`config.mk`:
```
export PLATFORM = sky130hd
export DESIGN_NAME = sha2_core_v4
export DESIGN_NICKNAME = d
export VERILOG_FILES = /design/src/rtl/sha2_pkg.sv /design/src/rtl/sha2_round.sv /design/src/rtl/sha2_core_v4.sv
export SDC_FILE = /design/constraint.sdc
export NUM_CORES = 2
export LEC_CHECK = 0
export CAP_MARGIN = 20
export CORE_UTILIZATION = 45
export CTS_BUF_LIST = sky130_fd_sc_hd__clkbuf_8
export DETAILED_ROUTE_END_ITERATION = 7
export GPL_TIMING_DRIVEN = 1
export PLACE_DENSITY = 0.63
export REMOVE_ABC_BUFFERS = 1
export SYNTH_ARGS = -nofsm -noshare
export SYNTH_HDL_FRONTEND = slang
export SYNTH_SLANG_ARGS = --single-unit
```
`constraint.sdc`:
```
create_clock -name clk -period 8.99 [get_ports clk]
set_input_delay 1.798 -clock clk [delete_from_list [all_inputs] [get_ports clk]]
set_output_delay 1.798 -clock clk [all_outputs]
set_load 0.02 [all_outputs]
```
`src/rtl/sha2_pkg.sv`:
```
// Shared SHA-2 constants, round helper functions and FSM encoding for sha2_core_v4.
package sha2_pkg;

    localparam logic [1:0] ST_IDLE  = 2'd0;
    localparam logic [1:0] ST_COMP  = 2'd1;
    localparam logic [1:0] ST_FINAL = 2'd2;
    localparam logic [1:0] ST_HOLD  = 2'd3;

    typedef enum logic [1:0] {
        IDLE  = ST_IDLE,
        COMP  = ST_COMP,
        FINAL = ST_FINAL,
        HOLD  = ST_HOLD
    } state_t;

    localparam logic [255:0] IV_256 = {
        32'h6a09e667, 32'hbb67ae85, 32'h3c6ef372, 32'ha54ff53a,
        32'h510e527f, 32'h9b05688c, 32'h1f83d9ab, 32'h5be0cd19};

    localparam logic [255:0] IV_224 = {
        32'hc1059ed8, 32'h367cd507, 32'h3070dd17, 32'hf70e5939,
        32'hffc00b31, 32'h68581511, 32'h64f98fa7, 32'hbefa4fa4};

    // K_TAB[63] holds K[0]; use k_at() rather than indexing directly.
    localparam logic [63:0][31:0] K_TAB = {
        32'h428a2f98, 32'h71374491, 32'hb5c0fbcf, 32'he9b5dba5, 32'h3956c25b, 32'h59f111f1, 32'h923f82a4, 32'hab1c5ed5,
        32'hd807aa98, 32'h12835b01, 32'h243185be, 32'h550c7dc3, 32'h72be5d74, 32'h80deb1fe, 32'h9bdc06a7, 32'hc19bf174,
        32'he49b69c1, 32'hefbe4786, 32'h0fc19dc6, 32'h240ca1cc, 32'h2de92c6f, 32'h4a7484aa, 32'h5cb0a9dc, 32'h76f988da,
        32'h983e5152, 32'ha831c66d, 32'hb00327c8, 32'hbf597fc7, 32'hc6e00bf3, 32'hd5a79147, 32'h06ca6351, 32'h14292967,
        32'h27b70a85, 32'h2e1b2138, 32'h4d2c6dfc, 32'h53380d13, 32'h650a7354, 32'h766a0abb, 32'h81c2c92e, 32'h92722c85,
        32'ha2bfe8a1, 32'ha81a664b, 32'hc24b8b70, 32'hc76c51a3, 32'hd192e819, 32'hd6990624, 32'hf40e3585, 32'h106aa070,
        32'h19a4c116, 32'h1e376c08, 32'h2748774c, 32'h34b0bcb5, 32'h391c0cb3, 32'h4ed8aa4a, 32'h5b9cca4f, 32'h682e6ff3,
        32'h748f82ee, 32'h78a5636f, 32'h84c87814, 32'h8cc70208, 32'h90befffa, 32'ha4506ceb, 32'hbef9a3f7, 32'hc67178f2};

    function automatic logic [31:0] k_at(input logic [5:0] idx);
        return K_TAB[6'd63 - idx];
    endfunction

    function automatic logic [255:0] iv_sel(input logic m224);
        return m224 ? IV_224 : IV_256;
    endfunction

    function automatic logic [31:0] ror(input logic [31:0] x, input int unsigned n);
        return (x >> n) | (x << (32 - n));
    endfunction

    function automatic logic [31:0] bsig0(input logic [31:0] x);
        return ror(x, 2) ^ ror(x, 13) ^ ror(x, 22);
    endfunction

    function automatic logic [31:0] bsig1(input logic [31:0] x);
        return ror(x, 6) ^ ror(x, 11) ^ ror(x, 25);
    endfunction

    function automatic logic [31:0] ssig0(input logic [31:0] x);
        return ror(x, 7) ^ ror(x, 18) ^ (x >> 3);
    endfunction

    function automatic logic [31:0] ssig1(input logic [31:0] x);
        return ror(x, 17) ^ ror(x, 19) ^ (x >> 10);
    endfunction

    function automatic logic [31:0] ch(input logic [31:0] e, input logic [31:0] f, input logic [31:0] g);
        return (e & f) ^ (~e & g);
    endfunction

    function automatic logic [31:0] maj(input logic [31:0] a, input logic [31:0] b, input logic [31:0] c);
        return (a & b) ^ (a & c) ^ (b & c);
    endfunction

endpackage

```
`src/rtl/sha2_round.sv`:
```
// One combinational SHA-2 compression round; state packed {a,b,c,d,e,f,g,h} with a in the MSBs.
module sha2_round
    import sha2_pkg::*;
(
    input  logic [255:0] state_in,
    input  logic [31:0]  k,
    input  logic [31:0]  w,
    output logic [255:0] state_out
);
    logic [31:0] a, b, c, d, e, f, g, h;
    logic [31:0] t1, t2;

    assign {a, b, c, d, e, f, g, h} = state_in;
    assign t1 = h + bsig1(e) + ch(e, f, g) + k + w;
    assign t2 = bsig0(a) + maj(a, b, c);
    assign state_out = {t1 + t2, a, b, c, d + t1, e, f, g};

endmodule

```
`src/rtl/sha2_core_v4.sv`:
```
// SHA-256/224 compression core, ROUNDS_PER_CYCLE rounds per clock, internal chaining of H.
module sha2_core_v4
    import sha2_pkg::*;
#(
    parameter int ROUNDS_PER_CYCLE = 1
) (
    input  logic         clk,
    input  logic         rst_n,
    input  logic         in_valid,
    output logic         in_ready,
    input  logic [511:0] block_in,
    input  logic         first_block,
    input  logic         mode_224,
    output logic [255:0] digest,
    output logic         out_valid,
    input  logic         out_ready,
    output logic         busy
);
    localparam int R = ROUNDS_PER_CYCLE;
    localparam logic [6:0] R_STEP = 7'(R);

    if (!(R == 1 || R == 2 || R == 4 || R == 8)) begin : g_bad_rounds
        $error("sha2_core_v4: ROUNDS_PER_CYCLE must be 1, 2, 4 or 8");
    end

    state_t              state, state_nx;
    logic [6:0]          t;
    logic [15:0][31:0]   w;       // w[0] is W[t]
    logic [255:0]        h_reg;
    logic [255:0]        wv;
    logic                mode_q;
    logic [15+R:0][31:0] wx;
    logic [R:0][255:0]   chain;

    // Window already holds W[t..t+15], so every round this cycle reads w[k] directly;
    // the R new tail words (which may depend on each other) refill it for the next cycle.
    always_comb begin
        wx[15:0] = w;
        for (int k = 0; k < R; k++)
            wx[16+k] = ssig1(wx[14+k]) + wx[9+k] + ssig0(wx[1+k]) + wx[k];
    end

    assign chain[0] = wv;
    for (genvar k = 0; k < R; k++) begin : g_round
        sha2_round u_round (
            .state_in (chain[k]),
            .k        (k_at(t[5:0] + 6'(k))),
            .w        (w[k]),
            .state_out(chain[k+1])
        );
    end

    always_ff @(posedge clk or negedge rst_n) begin
        if (!rst_n) state <= IDLE;
        else        state <= state_nx;
    end

    always_comb begin
        state_nx = state;
        case (state)
            IDLE:    if (in_valid) state_nx = COMP;
            COMP:    if (t + R_STEP == 7'd64) state_nx = FINAL;
            FINAL:   state_nx = HOLD;
            HOLD:    if (out_ready) state_nx = IDLE;
            default: state_nx = IDLE;
        endcase
    end

    always_ff @(posedge clk or negedge rst_n) begin
        if (!rst_n) begin
            t      <= '0;
            w      <= '0;
            h_reg  <= '0;
            wv     <= '0;
            mode_q <= 1'b0;
        end else begin
            case (state)
                IDLE: if (in_valid) begin
                    for (int i = 0; i < 16; i++) w[i] <= block_in[511-32*i -: 32];
                    t <= '0;
                    if (first_block) begin
                        h_reg  <= iv_sel(mode_224);
                        wv     <= iv_sel(mode_224);
                        mode_q <= mode_224;
                    end else begin
                        wv <= h_reg;
                    end
                end
                COMP: begin
                    wv <= chain[R];
                    w  <= wx[15+R:R];
                    t  <= t + R_STEP;
                end
                FINAL: begin
                    for (int i = 0; i < 8; i++)
                        h_reg[32*i +: 32] <= h_reg[32*i +: 32] + wv[32*i +: 32];
                end
                default: ;
            endcase
        end
    end

    assign in_ready  = (state == IDLE);
    assign busy      = (state != IDLE);
    assign out_valid = (state == HOLD);
    assign digest    = mode_q ? {h_reg[255:32], 32'h0} : h_reg;

endmodule
```
; After elaboration in Yosys (flattened, before gate mapping)
; Memories as Yosys holds them, arrays and structs flattened.
; Index checks and enable logic that the tools add are counted.
[word_totals]
ff_bits = 1034
mem_bits_ro = 2048
inputBits = 518
mem_count = 1
out_inout_bits = 259
elab_cells = 100
[classes]
n_reduce_logical = 8
n_lt_le_gt_ge = 1
eq_ne = 7
addsub = 20
mux = 15
n_bitwise = 27
[mem_list]
columns = memory, depth, word_bits, read_ports, rd_clocked_by_memory_dff, write_ports, line
row1 = (no name shown), 64, 32, 1, 0, 0, sha2_pkg.sv:36  ; return K_TAB[6'd63 - idx];
[op_table]
columns = operator, n
row1 = one-hot mux 256 bit (2 select lines), 2
row2 = one-hot mux 512 bit (2 select lines), 1
row3 = two-way mux 256 bit, 3
row4 = adder 32 bit, 18
row5 = two-way mux 512 bit, 1
row6 = bitwise XOR 32 bit, 9
row7 = AND 32 bit, 5
row8 = two-way mux 32 bit, 2
row9 = inverter 32 bit, 1
row10 = OR 10 x 32 -> 32 bit, 1
row11 = OR 13 x 32 -> 32 bit, 1
row12 = OR 14 x 32 -> 32 bit, 1
row13 = OR 15 x 32 -> 32 bit, 1
row14 = OR 19 x 32 -> 32 bit, 1
row15 = OR 21 x 32 -> 32 bit, 1
row16 = OR 25 x 32 -> 32 bit, 1
row17 = OR 26 x 32 -> 32 bit, 1
row18 = OR 30 x 32 -> 32 bit, 1
row19 = OR 7 x 32 -> 32 bit, 1
row20 = bitwise XOR 32 x 22 -> 32 bit, 1
row21 = bitwise XOR 32 x 29 -> 32 bit, 1
row22 = one-hot mux 7 bit (2 select lines), 1
row23 = one-hot mux 2 bit (4 select lines), 1
row24 = adder 7 x 1 -> 7 bit (second input constant), 1
row25 = other kinds (13), 21

; Depth between registers and ports, before layout
[depth]
depth_word = 9
mapped_depth = 39
depth_no_buf = 37

; Hierarchy
; Synthesis repeated with hierarchy kept, for this count alone.
[hier_totals]
hier_cells = 9220
area_unflattened_um2 = 79382.4
[by_module_without_submodules]
columns = mod, area_each_um2, cells_each, instances
row1 = sha2_core_v4, 67900.1, 7779, 1
row2 = sha2_round, 11482.3, 1441, 1

; Worst setup path after synthesis
; Ideal clock, no wire load.
[synth_path]
kind = register to register
startpoint = register t[2]
endpoint = register wv[253]
setup_ns = 0.130
stages_incl_launch_ff = 36
slack_ns = 1.176
arrival_ns = 7.684
t_required_ns = 8.860
path_cell_list = dfrtp_1 > clkinv_1 > clkbuf_1 > buf_1 > ha_1 > nand2b_1 > o21ai_0 > mux4_2 > fa_1 > inv_1 > ha_1 > inv_1 > fa_1 > nor2b_1 > o2111ai_1 > a41o_1 > a31o_2 > o21bai_1 > a21o_1 > a21o_1 > a21o_1 > xor2_1 > inv_1 > fa_1 > inv_1 > ha_1 > a21o_1 > a21oi_1 > o21ai_0 > a31o_2 > a221o_1 > a21o_1 > a21o_1 > a21oi_1 > nor4b_1 > nor4_1
[synth_via]
elab_chain_len = 7
[synth_rtl]
columns = item, line
row1 = "start, declared", sha2_core_v4.sv:27  ; logic [6:0] t;
row2 = "start signal, assigned", sha2_core_v4.sv:92  ; t <= t + R_STEP;
row3 = subtractor 6 bit, sha2_pkg.sv:36
row4 = memory read (64 x 32 bit), --
row5 = two-way mux 32 bit (implied by the code), sha2_pkg.sv:36
row6 = adder 32 bit (2 in series), sha2_round.sv:14  ; assign t1 = h + bsig1(e) + ch(e, f, g) + k + w;
row7 = adder 32 bit, sha2_round.sv:16  ; assign state_out = {t1 + t2, a, b, c, d + t1, e, f, g};
row8 = one-hot mux 256 bit (2 select lines), sha2_core_v4.sv:77  ; case (state)
row9 = "end signal, assigned", sha2_core_v4.sv:83  ; wv <= iv_sel(mode_224);
row10 = "end signal, assigned", sha2_core_v4.sv:86  ; wv <= h_reg;
row11 = "end signal, assigned", sha2_core_v4.sv:90  ; wv <= chain[R];
row12 = "end, declared", sha2_core_v4.sv:30  ; logic [255:0] wv;
; No other way between the ends. The select of a mux whose other input is x is not followed.
; A chain may end at the register's enable or synchronous reset.

; Final worst setup path
[layout_path]
startpoint = register t[1]
endpoint = register wv[253]
; Same word-level chain as after synthesis.

==> flow_summary.json <==
{
  "tightest_slew_ps": 1090,
  "fmax_mhz": 120,
  "die_w_um": 415,
  "synth.distinct_cells": 88,
  "finClkSkew_ps": 55.1,
  "syn_area_um2": 76600,
  "synthMostInstantiatedCell": "dfrtp_1",
  "nFillCells": 16051,
  "syn2layout_area_growth_pct": 16.2,
  "grt_pass1_vias": 66999,
  "cts-root-buf": "clkbuf_8",
  "initial_utilization": 0.453,
  "drive_gt1_frac": 0.0571,
  "dieArea_um2": 172000,
  "hold_viol": 0,
  "ios": 777,
  "tritoncts": "yes",
  "setup_violations": 0,
  "grt-ovfl-total": 0,
  "gr-usage-all-layers": 0.356,
  "die_y_um": 415,
  "final_max_slew_viol_count": 0,
  "cts_buffer_depth": 3,
  "rsz0062_at_grt": "false",
  "drt_wl_total_um": 312000,
  "yosysWarnings": 0,
  "largest_register_ffs": 512,
  "syn_area_per_cell_um2": 8.63,
  "cp_data_arrival_time_ps": 9180,
  "synthFlopType": "dfrtp_1",
  "numCtsBuffers": 193,
  "grt_pass1_wl_um": 453000,
  "async_flop_share": 1.00,
  "yosysTopAreaCellShare": 0.338,
  "ctsResizeCount": 0,
  "slew_headroom": 0.274,
  "cp_slowest_stage_delay_ps": 580,
  "dr.first_iter.drc_count": 6472,
  "vias": 68476,
  "seq_area_um2": 25900,
  "gp_congestion": 1.06,
  "clkTransAtPathRegs_ps": 60,
  "h-tree-depth": 4,
  "row_count": 151,
  "wl_per_cell_um": 26.8,
  "cts_hold_buf": 0,
  "path_class": "flip-flop to flip-flop",
  "core_um2": 169000,
  "grt_max_degree": 302,
  "finalSetupTns_ps": 0,
  "drv_cap": 0,
  "cts_setup_buffers": 0,
  "multi_input_area_um2": 45100,
  "synth_largest_area_cell": "dfrtp_1",
  "hold_path_class": "flip-flop to flip-flop",
  "netlist_top_cells_area": "dfrtp_1, mux2i_1, ha_1",
  "fin_nets": 10358,
  "synth_edf_count": 0,
  "dp_hpwl_um": 236000,
  "syn_inst": 8882,
  "synth_seq_cells": 1034,
  "crit_required_ps": 9860,
  "yosysSeqAreaShare": 0.338,
  "crit_top_cell": "a21o_1",
  "cts_sinks": 1034,
  "finalCritPeriodShare": 0.923,
  "clock_latency_ps": 1040,
  "antenna_left": 0,
  "cp-start-kind": "flip-flop",
  "vias_per_cell": 5.89,
  "synthTopCellsByCount": "dfrtp_1, o21ai_0, nand2_1",
  "drc": 0,
  "critPathMaxFanout": 13,
  "worstSetupEndpointType": "flip-flop",
  "status": "complete, no violations",
  "layout_min_cycle_time_ps": 8300,
  "antenna_found_initial": 62,
  "portBuffers": 776,
  "drt_pass1_iterations": 8,
  "crit_path_top_delay_cell": "ha_1"
}
-- worst max-delay path: cells and delay by family (launching register included) --
kind	cells	cell delay [ps]
compound gates	17	3250
xor+xnor	1	220
fa+ha+maj	6	2480
buf+inv	5	540
flops	1	550
mux	1	510
simple gates	4	630
-- cell families after synthesis --
| kind of cell | count (synthesis) | share of synthesized area |
|---|---|---|
| mux | 639 | 0.0856 |
| compound gates | 2580 | 0.200 |
| flops | 1034 | 0.338 |
| buf+inv | 1329 | 0.0761 |
| simple gates | 2157 | 0.122 |
| xor+xnor | 548 | 0.0626 |
| fa+ha+maj | 595 | 0.116 |
-- cells in the final DEF (no fill, tap or decap), types with 228 or more instances in the layout --
cell type        count
a21o_1             257
a21oi_1            729
clkbuf_8           228
clkdlybuf4s50_1    774
dfrtp_1           1031
ha_1               395
inv_1              604
mux2i_1            597
nand2_1            894
nor2_1             681
o21ai_0            957
xnor2_1            321
-- final timing paths --
path,slack (ps),cells after the start,to,start
setup / recovery,690,34,wv[253]$_DFFE_PN0P_,t[1]$_DFFE_PN0P_
hold / removal,480,2,w[21]$_DFFE_PN0P_,w[21]$_DFFE_PN0P_
setup reg to reg,690,34,wv[253]$_DFFE_PN0P_,t[1]$_DFFE_PN0P_
hold reg to reg,480,2,w[21]$_DFFE_PN0P_,w[21]$_DFFE_PN0P_
max in group asynchronous,6280,3,w[161]$_DFFE_PN0P_,rst_n
min in group asynchronous,780,1,wv[222]$_DFFE_PN0P_,rst_n
-- through the flow --
stage / cell area, um2 / util / setup WS (ps) / instances / hold slack (ps)
after floorplan: 72800 / - / -150420 / 8092 / 447
after global placement: 85100 / 0.503 / 805 / 11271 / 459
after detailed placement: 85100 / 0.503 / 815 / 11271 / 466
after CTS: 89000 / 0.526 / 748 / 11600 / 478
after global routing: 89000 / 0.526 / 125 / 11618 / 498
final: 89000 / 0.526 / 689 / 11629 / 477
-- per-layer routing --
metal	vias up	routed length, um	GRT usage	part of all wire
li1	31296	-	-	-
met2	3022	144000	0.573	0.46
met5	-	353	0	0.0011
met1	33317	122000	0.434	0.39
met4	56	19500	0.202	0.062
met3	785	26400	0.0898	0.085
-- final cells by class --
| cell class | count | area share |
|---|---|---|
| flip-flops and latches | 1034 | 0.291 |
| multi-input cells | 6519 | 0.506 |
| clock buffers | 228 | 0.0352 |
| clock inverters | 101 | 0.00767 |
| diodes | 29 | 0.000815 |
| well taps | 2218 | 0.0312 |
| inverters | 539 | 0.0228 |
| repair buffers | 961 | 0.106 |
Power is left out: the tool's default activity adds up to more than one toggle a clock period on the data nets, which glitch-free logic cannot reach.
